File: src/rtl/div_hilo_ctrl.sv
// HI/LO sequencer between EX and the shared signed divider: takes DIV/MTHI/MTLO/MFHI/MFLO,
// launches the divider, commits quotient/remainder and stalls EX while a result is pending.
module div_hilo_ctrl #(
  parameter int TIMEOUT = 64,
  parameter int CNT_W   = 7
) (
  input  logic        clock,
  input  logic        resetn,
  input  logic        op_valid,
  input  logic [2:0]  op,
  input  logic [31:0] rs_data,
  input  logic [31:0] rt_data,
  input  logic        flush,
  output logic        stall,
  output logic [31:0] rd_data,
  output logic        rd_valid,
  output logic [31:0] div_a,
  output logic [31:0] div_b,
  output logic        div_start,
  input  logic        div_busy,
  input  logic [31:0] div_q,
  input  logic [31:0] div_r,
  output logic [31:0] hi,
  output logic [31:0] lo,
  output logic        dz,
  output logic        timeout_err
);

  // state   | meaning
  // IDLE    | accepting ops; MFHI/MFLO answered combinationally
  // START   | div_start asserted for this single cycle
  // WAIT_HI | waiting for the divider to raise div_busy
  // WAIT_LO | waiting for div_busy to fall, then commit HI/LO
  // DRAIN   | flushed divide still running; wait it out, no commit
  typedef enum logic [2:0] {IDLE, START, WAIT_HI, WAIT_LO, DRAIN} state_t;

  localparam logic [2:0] OP_DIV  = 3'd1;
  localparam logic [2:0] OP_MTHI = 3'd2;
  localparam logic [2:0] OP_MTLO = 3'd3;
  localparam logic [2:0] OP_MFHI = 3'd4;
  localparam logic [2:0] OP_MFLO = 3'd5;

  state_t           state;
  logic [CNT_W-1:0] wd_cnt;
  logic             op_known;
  logic             accept;
  logic             div_ovf;
  logic             wd_last;

  assign op_known  = (op != 3'd0) && (op <= OP_MFLO);
  assign accept    = op_valid && !flush && (state == IDLE);
  assign div_ovf   = (rs_data == 32'h8000_0000) && (rt_data == 32'hFFFF_FFFF);
  assign wd_last   = (wd_cnt >= CNT_W'(TIMEOUT - 1));
  assign stall     = op_valid && op_known && (state != IDLE);
  assign div_start = (state == START) && !flush;

  always_comb begin
    rd_valid = 1'b0;
    rd_data  = 32'd0;
    if (accept && op == OP_MFHI) begin
      rd_valid = 1'b1;
      rd_data  = hi;
    end else if (accept && op == OP_MFLO) begin
      rd_valid = 1'b1;
      rd_data  = lo;
    end
  end

  always_ff @(posedge clock) begin
    if (resetn) begin
      state       <= IDLE;
      hi          <= 32'd0;
      lo          <= 32'd0;
      div_a       <= 32'd0;
      div_b       <= 32'd0;
      wd_cnt      <= '0;
      dz          <= 1'b0;
      timeout_err <= 1'b0;
    end else begin
      dz <= 1'b0;
      case (state)
        IDLE: begin
          if (accept) begin
            case (op)
              OP_MTHI: hi <= rs_data;
              OP_MTLO: lo <= rs_data;
              OP_DIV: begin
                if (rt_data == 32'd0) begin
                  dz <= 1'b1;
                end else if (div_ovf) begin
                  lo <= 32'h8000_0000;
                  hi <= 32'd0;
                end else begin
                  div_a <= rs_data;
                  div_b <= rt_data;
                  state <= START;
                end
              end
              default: ;
            endcase
          end
        end
        START: begin
          wd_cnt <= '0;
          state  <= flush ? IDLE : WAIT_HI;
        end
        // Seeing busy rise takes priority over the watchdog so a timeout from
        // WAIT_HI always means the divider never started.
        WAIT_HI: begin
          wd_cnt <= wd_cnt + 1'b1;
          if (flush) begin
            state <= IDLE;
          end else if (div_busy) begin
            state <= WAIT_LO;
          end else if (wd_last) begin
            timeout_err <= 1'b1;
            state       <= IDLE;
          end
        end
        WAIT_LO: begin
          wd_cnt <= wd_cnt + 1'b1;
          if (flush) begin
            state <= DRAIN;
          end else if (!div_busy) begin
            hi    <= div_r;
            lo    <= div_q;
            state <= IDLE;
          end else if (wd_last) begin
            timeout_err <= 1'b1;
            state       <= IDLE;
          end
        end
        DRAIN: begin
          if (!div_busy) state <= IDLE;
        end
        default: state <= IDLE;
      endcase
    end
  end

endmodule

File: config.mk
export PLATFORM = sky130hd
export DESIGN_NAME = div_hilo_ctrl
export DESIGN_NICKNAME = d
export VERILOG_FILES = /design/src/rtl/div_hilo_ctrl.sv
export SDC_FILE = /design/constraint.sdc
export NUM_CORES = 1
export LEC_CHECK = 0
export CAP_MARGIN = 20
export CORE_MARGIN = 3
export CORE_UTILIZATION = 49
export CTS_BUF_LIST = sky130_fd_sc_hd__clkbuf_4
export DETAILED_ROUTE_END_ITERATION = 12
export GPL_ROUTABILITY_DRIVEN = 0
export PLACE_DENSITY_LB_ADDON = 0.08
export SYNTH_ARGS = -nofsm -noshare
export SYNTH_HDL_FRONTEND = slang
export SYNTH_SLANG_ARGS = --single-unit
File: constraint.sdc
create_clock -name clock -period 4.7 [get_ports clock]
set_input_delay 0.705 -clock clock [delete_from_list [all_inputs] [get_ports clock]]
set_output_delay 0.705 -clock clock [all_outputs]
set_load 0.01 [all_outputs]
==> results of run 1 <==
==> cell type report <==
| type | instances | area [sq um] |
|---|---|---|
| fillers | 1222 | 4140 |
| clock buffers | 19 | 143 |
| inverters | 7 | 26.3 |
| flip-flops and latches | 140 | 2800 |
| diodes | 1 | 2.50 |
| well taps | 211 | 264 |
| multi-input cells | 622 | 4690 |
| clock inverters | 12 | 219 |
| repair buffers | 312 | 3090 |
==> critical path, stage by stage, from the launching register on <==
cell	delay, ps
dfxtp_1	460
nor3_1	630
nand4b_1	660
buf_4	450
nor2_1	140
clkdlybuf4s50_1	550
==> cells in the mapped netlist, types with 2 or more instances <==
library cell | count | area share, %
a2111oi_0 | 2 | 0.22
a21o_1 | 2 | 0.19
a21oi_1 | 5 | 0.32
a22oi_1 | 67 | 6.4
and3b_1 | 2 | 0.22
buf_4 | 6 | 0.58
buf_6 | 6 | 0.87
clkbuf_1 | 54 | 2.6
dfxtp_1 | 140 | 36
inv_1 | 7 | 0.34
mux2_2 | 5 | 0.72
mux2_4 | 59 | 11
mux2i_1 | 97 | 12
nand2_1 | 8 | 0.38
nand2b_1 | 131 | 10
nand3_1 | 5 | 0.32
nand4_1 | 9 | 0.72
nand4b_1 | 2 | 0.22
nor2_1 | 111 | 5.3
nor2b_1 | 64 | 5.1
nor3_1 | 7 | 0.45
nor3b_1 | 2 | 0.19
nor4_1 | 15 | 1.2
nor4bb_1 | 2 | 0.26
o211ai_2 | 2 | 0.32
o21ai_0 | 3 | 0.19
or3_1 | 2 | 0.16
or4_1 | 3 | 0.29
==> power by group through the flow <==
stage	registers (mW)	logic, mW	clock network [mW]
after global placement	1.25	0.410	0
after detailed placement	1.25	0.414	0
after CTS	1.23	0.416	0.999
final	1.23	0.416	0.973
after global routing	1.23	0.446	1.04
after floorplan	1.26	0.188	0
==> registers in the layout (all words and copies together), names as in the netlist <==
signal       count
state            3
timeout_err      1
dz               1
wd_cnt           7
div_b           32
div_a           32
hi              32
lo              32
==> worst paths after layout <==
path	slack, ps	from	end
setup / recovery	550	state[2]	rd_data[29]
hold / removal	460	timeout_err	timeout_err
setup reg to reg	1470	state[2]	lo[0]
hold reg to reg	460	timeout_err	timeout_err
==> cell usage in the layout, fill, tap and decap left out, types with 6 or more instances in the layout <==
master	count
nand2_1	8
clkdlybuf4s50_1	298
bufinv_16	6
nor2b_1	64
mux2i_1	97
nor4_1	15
nor3_1	6
nand2b_1	131
nand4_1	9
dfxtp_1	140
nor2_1	110
mux2_4	59
inv_1	7
clkbuf_4	19
a22oi_1	67
buf_4	12
==> routing by layer <==
layer	part of all wire, %	wire [um]
met5	0	0
met4	2.7	664
met3	6.9	1690
met2	48	11700
met1	42	10300
==> kinds of logic (layout without fill, tap and decap cells) <==
group | Yosys count | after routing | synth area share [%]
other cells | 0 | 1 | 0
compound gates | 90 | 90 | 8.60
mux | 161 | 161 | 24.5
xor+xnor | 2 | 2 | 0.224
buf+inv | 75 | 350 | 4.49
fa+ha+maj | 1 | 1 | 0.160
flops | 140 | 140 | 35.9
simple gates | 368 | 368 | 26.1
==> run_results.csv, run 1 <==
group,metric,value,unit
global_route,grt_max_degree,161,
clocking,cts_resized,0,
clocking,cts-root-buf,"clkbuf_4",
setup_path,endpoint_kind,"output port",
setup_path,cp_data_required_time,3990,ps
sta,fin_ws,554,ps
global_route,grt_busiest_layer,"met2",
global_route,antenna_found_initial,1,
synth,syn-num-nets,974,
clocking,clkTransAtPathRegs,120,ps
pwr,p_comb_share,15.9,%
routing,drt_iter0_drc,425,
cells_and_area,layoutNonFillerInstCount,1324,
pwr,seqPwrFrac,46.9,%
floorplan,dieArea,0.0175,sq mm
floorplan,die_x,132,um
clocking,clockBufferDepth,2,
global_route,grt_use_met1,32.9,%
place,place_inst,1292,
global_route,grtUsageMet3,7.82,%
sta,min_period,4150,ps
pwr,p_switching,633,uW
cells_and_area,drive_gt1_share,10.3,%
clocking,numCtsBuffers,17,
routing,wire_per_inst,18.4,um
setup_path,crit_fanout,24,
global_route,gr-total-overflow,0,
floorplan,initial_core_util,50.8,%
global_route,grt_pass1_vias,6897,
flow_run,cap_violations,0,
cells_and_area,final_area,0.0112,sq mm
min_path,hold_depth,2,
setup_path,reg2reg_depth,6,
global_route,grt_pass1_wl,37.5,mm
routing,vias_per_cell,5.35,
pwr,clock_power_share,37.2,%
clocking,htreeDepth,4,
sta,final-setup-viol-count,0,
synth,synth-seq-cells,140,
cells_and_area,fin_util,73.1,%
sta,holdWs,457,ps
synth,synth_edf_count,0,
synth,async_reset_ff_share,0,%
synth,syn_inst,837,
pwr,irDropWorstVdd,0.000148,V
sta,slew_viol_final,0,
sta,fmax,0.241,GHz
cells_and_area,fin_nets,1237,
synth,synth_area,0.00781,sq mm
place,place_ws,723,ps
routing,wl,24.3,mm
pwr,internal_power,1.98,mW
floorplan,die_h,132,um
clocking,clock_sinks,140,
sta,tightest_slew,1020,ps
place,io_buffers,300,
routing,vias,7081,
synth,yosysWarnings,0,
setup_path,critical_path_class,"register to output port",
min_path,hold_class,"register to register",
run_status,status,"finished clean",
setup_path,arrival,3440,ps
place,dp_hpwl,17.6,mm
sta,max_slew_margin,31.8,%
place,post_dp_cell_area,0.0109,sq mm
pwr,total_power,2.62,mW
setup_path,cp-start-kind,"register",
floorplan,fp-row-count,45,
routing,dr.pass1.iters,7,
sta,fin_setup_tns,0,ps
cells_and_area,area_delta_synth_final,43.9,%
clocking,hold_buffers,0,
routing,drtAntennaViolNets,0,
sta,finClkSkew,15.7,ps
pwr,p_per_area,233,mW/mm^2
sta,min_period_over_period,88.2,%
synth,ys.flop_type,"dfxtp_1",
routing,drc,0,
clocking,cts_setup_buffers,0,
synth,yosysSeqAreaShare,35.9,%
floorplan,io_pins,301,
sta,rsz0062_at_grt,"no",
pwr,switching_share,24.2,%
synth,avgSynthCellArea,9.33,sq um
global_route,use_met2,44.4,%
clocking,clock_latency,530,ps
pwr,leakage,4.33,nW
global_route,grt.total_usage,26.8,%
floorplan,core_region_area,0.0154,sq mm
sta,finalHoldViolCount,0,
clocking,cts_tree,"yes",
synth,synth.distinct_cells,47,
(Power assumes the default switching activity.)
==> inputs of run 2 (changes only) <==
- CORE_ASPECT_RATIO: unset -> 1.4
==> run_results.csv, run 2 (synthesis results as in run 1) <==
group,metric,value,unit
run_status,status,"finished clean",
floorplan,fp-row-count,54,
sta,slew_viol_final,0,
clocking,cts-root-buf,"clkbuf_4",
routing,dr.pass1.iters,5,
pwr,irDropWorstVdd,0.000214,V
global_route,grt_max_degree,179,
place,dp_hpwl,17.2,mm
sta,min_period_over_period,77.0,%
setup_path,arrival,2920,ps
sta,finClkSkew,9.72,ps
sta,fin_ws,1080,ps
routing,vias_per_cell,5.38,
setup_path,cp-start-kind,"register",
cells_and_area,layout_common_cells,"298 x clkdlybuf4s50_1, 140 x dfxtp_1, 131 x nand2b_1",
routing,vias,7050,
clocking,clockBufferDepth,2,
sta,finalHoldViolCount,0,
floorplan,die_x,113,um
sta,final-setup-viol-count,0,
floorplan,dieArea,0.0175,sq mm
setup_path,crit_fanout,33,
sta,max_slew_margin,33.4,%
clocking,htreeDepth,4,
routing,drtAntennaViolNets,0,
global_route,gr-total-overflow,0,
clocking,clkTransAtPathRegs,120,ps
cells_and_area,area_delta_synth_final,43.6,%
global_route,grt.total_usage,27.0,%
min_path,hold_class,"register to register",
routing,drc,0,
setup_path,endpoint_kind,"output port",
pwr,p_per_area,226,mW/mm^2
pwr,seqPwrFrac,48.4,%
pwr,switching_share,26.3,%
place,place_inst,1276,
routing,wl,24.2,mm
clocking,clock_latency,560,ps
pwr,p_comb_share,16.5,%
flow_run,cap_violations,0,
pwr,p_switching,668,uW
floorplan,die_h,155,um
sta,min_period,3620,ps
routing,wire_per_inst,18.4,um
sta,holdWs,452,ps
place,io_buffers,300,
routing,drt_iter0_drc,425,
clocking,cts_tree,"yes",
place,place_ws,668,ps
sta,rsz0062_at_grt,"no",
floorplan,initial_core_util,50.0,%
pwr,total_power,2.54,mW
sta,tightest_slew,995,ps
clocking,hold_buffers,0,
clocking,cts_setup_buffers,0,
floorplan,io_pins,301,
global_route,grt_pass1_vias,6832,
clocking,clock_sinks,140,
cells_and_area,layoutNonFillerInstCount,1311,
floorplan,core_region_area,0.0156,sq mm
pwr,clock_power_share,35.1,%
cells_and_area,layout_commonest_cell,"clkdlybuf4s50_1",
clocking,cts_resized,0,
clocking,numCtsBuffers,17,
global_route,grt_pass1_wl,37.3,mm
cells_and_area,fin_util,71.8,%
cells_and_area,final_area,0.0112,sq mm
cells_and_area,drive_gt1_share,10.2,%
cells_and_area,fin_nets,1237,
place,post_dp_cell_area,0.0109,sq mm
setup_path,critical_path_class,"register to output port",
pwr,leakage,4.33,nW
sta,fmax,0.276,GHz
global_route,antenna_found_initial,2,
sta,fin_setup_tns,0,ps
pwr,internal_power,1.87,mW
cells_and_area,fill_cells,1273,
setup_path,cp_data_required_time,3990,ps
-- run 2: power by group through the flow --
| stage | sequential [mW] | clock [mW] | combinational, mW |
|---|---|---|---|
| 3_5_place_dp | 1.25 | 0 | 0.415 |
| 3_3_place_gp | 1.25 | 0 | 0.411 |
| 2_1_floorplan | 1.26 | 0 | 0.188 |
| 4_1_cts | 1.23 | 0.911 | 0.417 |
| 6_report | 1.23 | 0.892 | 0.419 |
| 5_1_grt | 1.23 | 0.956 | 0.450 |
-- run 2: area by class of cell --
cell class              instances  area [sq um]  share of cell area, %
multi-input cells             622          4690                   41.8
repair buffers                312          3120                   27.8
flip-flops and latches        140          2800                   25.0
well taps                     196           245                   2.19
clock inverters                15           198                   1.76
clock buffers                  17           128                   1.14
inverters                       7          26.3                  0.234
diodes                          2          5.00                 0.0446
-- run 2: path summary, 6_finish.rpt --
| kind | from | endpoint | slack [ps] | cells after the start |
|---|---|---|---|---|
| max | state[2] | rd_data[0] | 1080 | 5 |
| min | timeout_err | timeout_err | 450 | 2 |
| max reg2reg | state[2] | hi[1] | 1390 | 6 |
| min reg2reg | timeout_err | timeout_err | 450 | 2 |
-- run 2: per-layer routing --
metal,track usage (%),part of all wire [%],vias to the layer above
met5,0,0,-
met4,10.3,2.3,0
met3,7.98,6.6,34
met2,46.5,52,235
met1,31.3,39,3360
li1,-,-,3421
-- run 2: worst max-delay path, cell delays in order, from the launching register on --
cell             delay [ps]
dfxtp_1                 470
nor3_1                  660
nand4b_1                170
buf_4                   320
nor2_1                  140
clkdlybuf4s50_1         590
==> inputs of run 3 (changes only) <==
- CORE_UTILIZATION: 49 -> 46
- clock period: 4.7 -> 3.5 ns (I/O delays scaled with it)
==> run_results.csv, run 3 (synthesis results as in run 1) <==
group,metric,value,unit
clocking,cts-root-buf,"clkbuf_4",
clocking,cts_tree,"yes",
routing,dr.pass1.iters,5,
global_route,grt_pass1_wl,38.3,mm
pwr,irDropWorstVdd,0.000217,V
clocking,numCtsBuffers,17,
routing,vias_per_cell,5.36,
floorplan,core_region_area,0.0164,sq mm
cells_and_area,area_delta_synth_final,44.8,%
setup_path,path_cells,"nor3_1, buf_4, nand4b_1, buf_4, nor2_1, clkdlybuf4s50_1",
min_path,hold_class,"register to register",
global_route,grt_max_degree,135,
setup_path,critical_path_class,"register to output port",
setup_path,slowest_delay,670,ps
clocking,clkTransAtPathRegs,140,ps
setup_path,cp_data_required_time,2970,ps
cells_and_area,layoutNonFillerInstCount,1319,
setup_path,crit_start,"state[1]",
setup_path,cp-start-kind,"register",
place,place_inst,1285,
setup_path,rr_startpoint,"state[2]",
place,io_buffers,300,
floorplan,die_x,116,um
setup_path,endpoint,"rd_data[2]",
pwr,p_per_area,308,mW/mm^2
clocking,htreeDepth,4,
place,place_ws,230,ps
sta,max_slew_margin,50.7,%
sta,finClkSkew,19.0,ps
sta,min_period_over_period,89.0,%
setup_path,cp_common_cell,"buf_4",
sta,fmax,0.321,GHz
sta,min_period,3120,ps
cells_and_area,layout_commonest_cell,"clkdlybuf4s50_1",
sta,rsz0062_at_grt,"no",
routing,drc,0,
setup_path,reg2reg_depth,6,
floorplan,io_pins,301,
setup_path,endpoint_kind,"output port",
setup_path,arrival,2590,ps
floorplan,dieArea,0.0186,sq mm
setup_path,worstReg2RegEnd,"hi[1]",
global_route,grt_pass1_vias,7047,
place,dp_hpwl,17.6,mm
sta,fin_setup_tns,0,ps
routing,vias,7073,
setup_path,crit_fanout,33,
cells_and_area,layout_common_cells,"298 x clkdlybuf4s50_1, 140 x dfxtp_1, 131 x nand2b_1",
setup_path,r2r_slack,1070,ps
pwr,leakage,4.38,nW
cells_and_area,drive_gt1_share,10.9,%
global_route,grt.total_usage,26.2,%
routing,drt_iter0_drc,479,
routing,drtAntennaViolNets,0,
routing,wl,24.4,mm
pwr,total_power,3.48,mW
clocking,clockBufferDepth,2,
floorplan,die_h,160,um
clocking,cts_setup_buffers,0,
global_route,antenna_found_initial,2,
cells_and_area,fin_nets,1242,
sta,slew_viol_final,0,
sta,finalHoldViolCount,0,
run_status,status,"finished clean",
floorplan,initial_core_util,47.7,%
clocking,clock_latency,550,ps
clocking,cts_resized,0,
routing,wire_per_inst,18.5,um
sta,fin_ws,385,ps
sta,tightest_slew,739,ps
clocking,hold_buffers,0,
sta,final-setup-viol-count,0,
flow_run,cap_violations,0,
setup_path,critPathSlowestCell,"dfxtp_1",
clocking,clock_sinks,140,
global_route,gr-total-overflow,0,
floorplan,fp-row-count,55,
min_path,hp-start,"timeout_err",
[run 3: critical path, delay by kind of cell, from the launching register on]
kind / cells / cell delay [ps]
DFF: 1 / 670
and+or+nand+nor: 3 / 280
buffers and inverters: 3 / 1030
[run 3: cell type report]
cell class                      count  area (sq um)
Fill cell                        1369          5070
Multi-Input combinational cell    622          4690
Timing Repair Buffer              317          3190
Sequential cell                   140          2800
Tap cell                          199           249
Clock inverter                     15           221
Clock buffer                       17           128
Inverter                            7          26.3
Antenna cell                        2          5.00
[run 3: how the worst min path moves through the flow]
stage,end,cells past startpoint
floorplan,wd_cnt[5],2
global placement,timeout_err,2
detailed placement,timeout_err,2
CTS,wd_cnt[3],2
global route,wd_cnt[0],2
finish,timeout_err,2
[run 3: metal layers]
layer	track usage [%]	wire length (um)	vias up
met5	0	0	-
met4	10.7	823	0
met3	7.13	1570	48
met2	43.7	12100	230
met1	31.4	9980	3359
li1	-	-	3436
[run 3: metrics by stage]
step                      area, sq um  hold WS, ps  util (%)
final                           11300          455      69.0
after CTS                       11300          381      69.0
after global routing            11300          450      69.0
after floorplan                  7810          451         -
after detailed placement        11000          439      66.9
after global placement          11000          436      66.9
[run 3: where the power goes]
group,internal [mW],leakage [nW],total (mW),switching [mW]
clock,0.637,0.174,1.27,0.631
combinational,0.327,3.07,0.566,0.239
sequential,1.62,1.13,1.65,0.0253
==> RTL change, RTL diff (flow settings as in run 3) <==
Reset style: asynchronous (`resetn`), changed in one clocked block.
--- a/src/rtl/div_hilo_ctrl.sv
+++ b/src/rtl/div_hilo_ctrl.sv
@@ -68,3 +68,3 @@
 
-  always_ff @(posedge clock) begin
+  always_ff @(posedge clock or posedge resetn) begin
     if (resetn) begin
Check against the original RTL: differs if resetn is asserted again (counterexample within 4 cycles, from zero or initial values and one cycle with resetn high); with resetn held inactive, the same outputs for 4 cycles.
==> RTL change against run 3 <==
- critical endpoint is now rd_data[20]
- sequential share of layout area grew 8.0 points
- synthesized area shrank 8.7%
- sequential cell count is the same
- die area shrank 8.4%
- non-clock buffer count grew 1
- largest cell class is now sequential cells
- critical path type unchanged
- maximum frequency shrank 2.7%
- design area shrank 5.6%
- setup slack lost 0.086 ns
- register-to-register slack lost 0.22 ns
- wire length shrank 5.8%
- synthesized cell count shrank 35%
- utilization grew 1.5 points
Power is not compared: it rests on default switching activity, and its combinational part moved more than twofold at a synthesized area within 25%.
==> RTL change: results (changes against run 3) <==
.. list-table::
   :header-rows: 1

   * - Metric
     - Value
   * - Outcome
     - completed (unchanged)
   * - Post-synthesis xor/xnor area fraction
     - 0.00246 (was 0.00224)
   * - Met2 GRT Util
     - 0.472 (was 0.437)
   * - Async set-reset flop share out of synthesis
     - 1.00 (was 0)
   * - Iteration-0 DRC Markers
     - 323 (was 479)
   * - Relative area of clock buffers and inverters in the final design
     - 0.0293 (was 0.0309)
   * - Repair and plain buffers
     - 318 (was 317)
   * - Global-route met1 utilization
     - 0.313 (was 0.314)
   * - Number of distinct library cells after synthesis
     - 43 (was 47)
   * - Worst slew pin tran
     - 1.09 ns (was 0.739 ns)
   * - Inverters
     - 5 (was 7)
   * - Nets
     - 981 (was 1242)
   * - Most common flop cell mapped by yosys
     - sky130_fd_sc_hd__dfrtp_1 (was sky130_fd_sc_hd__dfxtp_1)
   * - Launch instance of the worst register-to-register path
     - state[1] (was state[2])
   * - Multi-input logic area
     - 3390 µm² (was 4690 µm²)
   * - Clock latency on the worst-skew pair
     - 0.53 ns (was 0.55 ns)
   * - Cells taking the most area after synthesis
     - sky130_fd_sc_hd__dfrtp_1 (49%), sky130_fd_sc_hd__mux2_4 (13%), sky130_fd_sc_hd__mux2_1 (9.5%) (was sky130_fd_sc_hd__dfxtp_1 (36%), sky130_fd_sc_hd__mux2i_1 (12%), sky130_fd_sc_hd__mux2_4 (11%))
   * - Adder and majority gate portion of the synthesized area
     - 0.00176 (was 0.00160)
   * - Slowest cell on the critical path
     - sky130_fd_sc_hd__dfrtp_1 (was sky130_fd_sc_hd__dfxtp_1)
   * - DP HPWL
     - 17200 µm (was 17600 µm)
   * - CLK BUF
     - 20 (was 17)
   * - Met1 Routed Length
     - 8690 µm (was 9980 µm)
   * - Via count of the first global-routing pass
     - 6285 (was 7047)
   * - Fraction of final layout cells with drive strength greater than 1
     - 0.153 (was 0.109)
   * - Syn Nets
     - 682 (was 974)
   * - Worst min-delay path class
     - input port to asynchronous set/reset pin (was flip-flop to flip-flop)
   * - Placed Instance Area
     - 10400 µm² (was 11000 µm²)
   * - Worst slack after detailed placement
     - 0.138 ns (was 0.230 ns)
   * - DR pass1 iterations
     - 4 (was 5)
   * - Final Instance Count excl. Fillers
     - 1051 (was 1319)
   * - Arrival @ worst endpoint
     - 2.68 ns (was 2.59 ns)
   * - Cell Count Post-Placement
     - 1017 (was 1285)
   * - Number of combinational gates with multiple inputs
     - 362 (was 622)
   * - Clock tree skew after final layout
     - 0.0216 ns (was 0.0190 ns)
   * - Met2 Routed Length
     - 12000 µm (was 12100 µm)
   * - Area Growth Syn to Fin
     - 49.8% (was 44.8%)
   * - Non-clock buffer share of cell area
     - 0.299 (was 0.282)
==> RTL change: cell count changes after synthesis, moves of 7 or more <==
cell,delta
sky130_fd_sc_hd__nand2b_1,-128
sky130_fd_sc_hd__dfrtp_1,+140
sky130_fd_sc_hd__mux2i_1,-64
sky130_fd_sc_hd__nor2b_1,-62
sky130_fd_sc_hd__buf_6,+7
sky130_fd_sc_hd__a22o_1,+67
sky130_fd_sc_hd__dfxtp_1,-140
sky130_fd_sc_hd__clkbuf_1,-31
sky130_fd_sc_hd__mux2_1,+60
sky130_fd_sc_hd__a22oi_1,-67
sky130_fd_sc_hd__nor2_1,-71
==> RTL change: path summary, 6_finish.rpt <==
kind / cells past startpoint / to / slack (ns)
min in group clock: 2 / timeout_err / 0.49
setup reg to reg: 6 / lo[30] / 0.85
hold reg to reg: 2 / timeout_err / 0.49
setup / recovery: 7 / rd_data[20] / 0.30
hold / removal: 2 / div_b[27] / 0.36
max in group asynchronous: 3 / lo[14] / 2.34
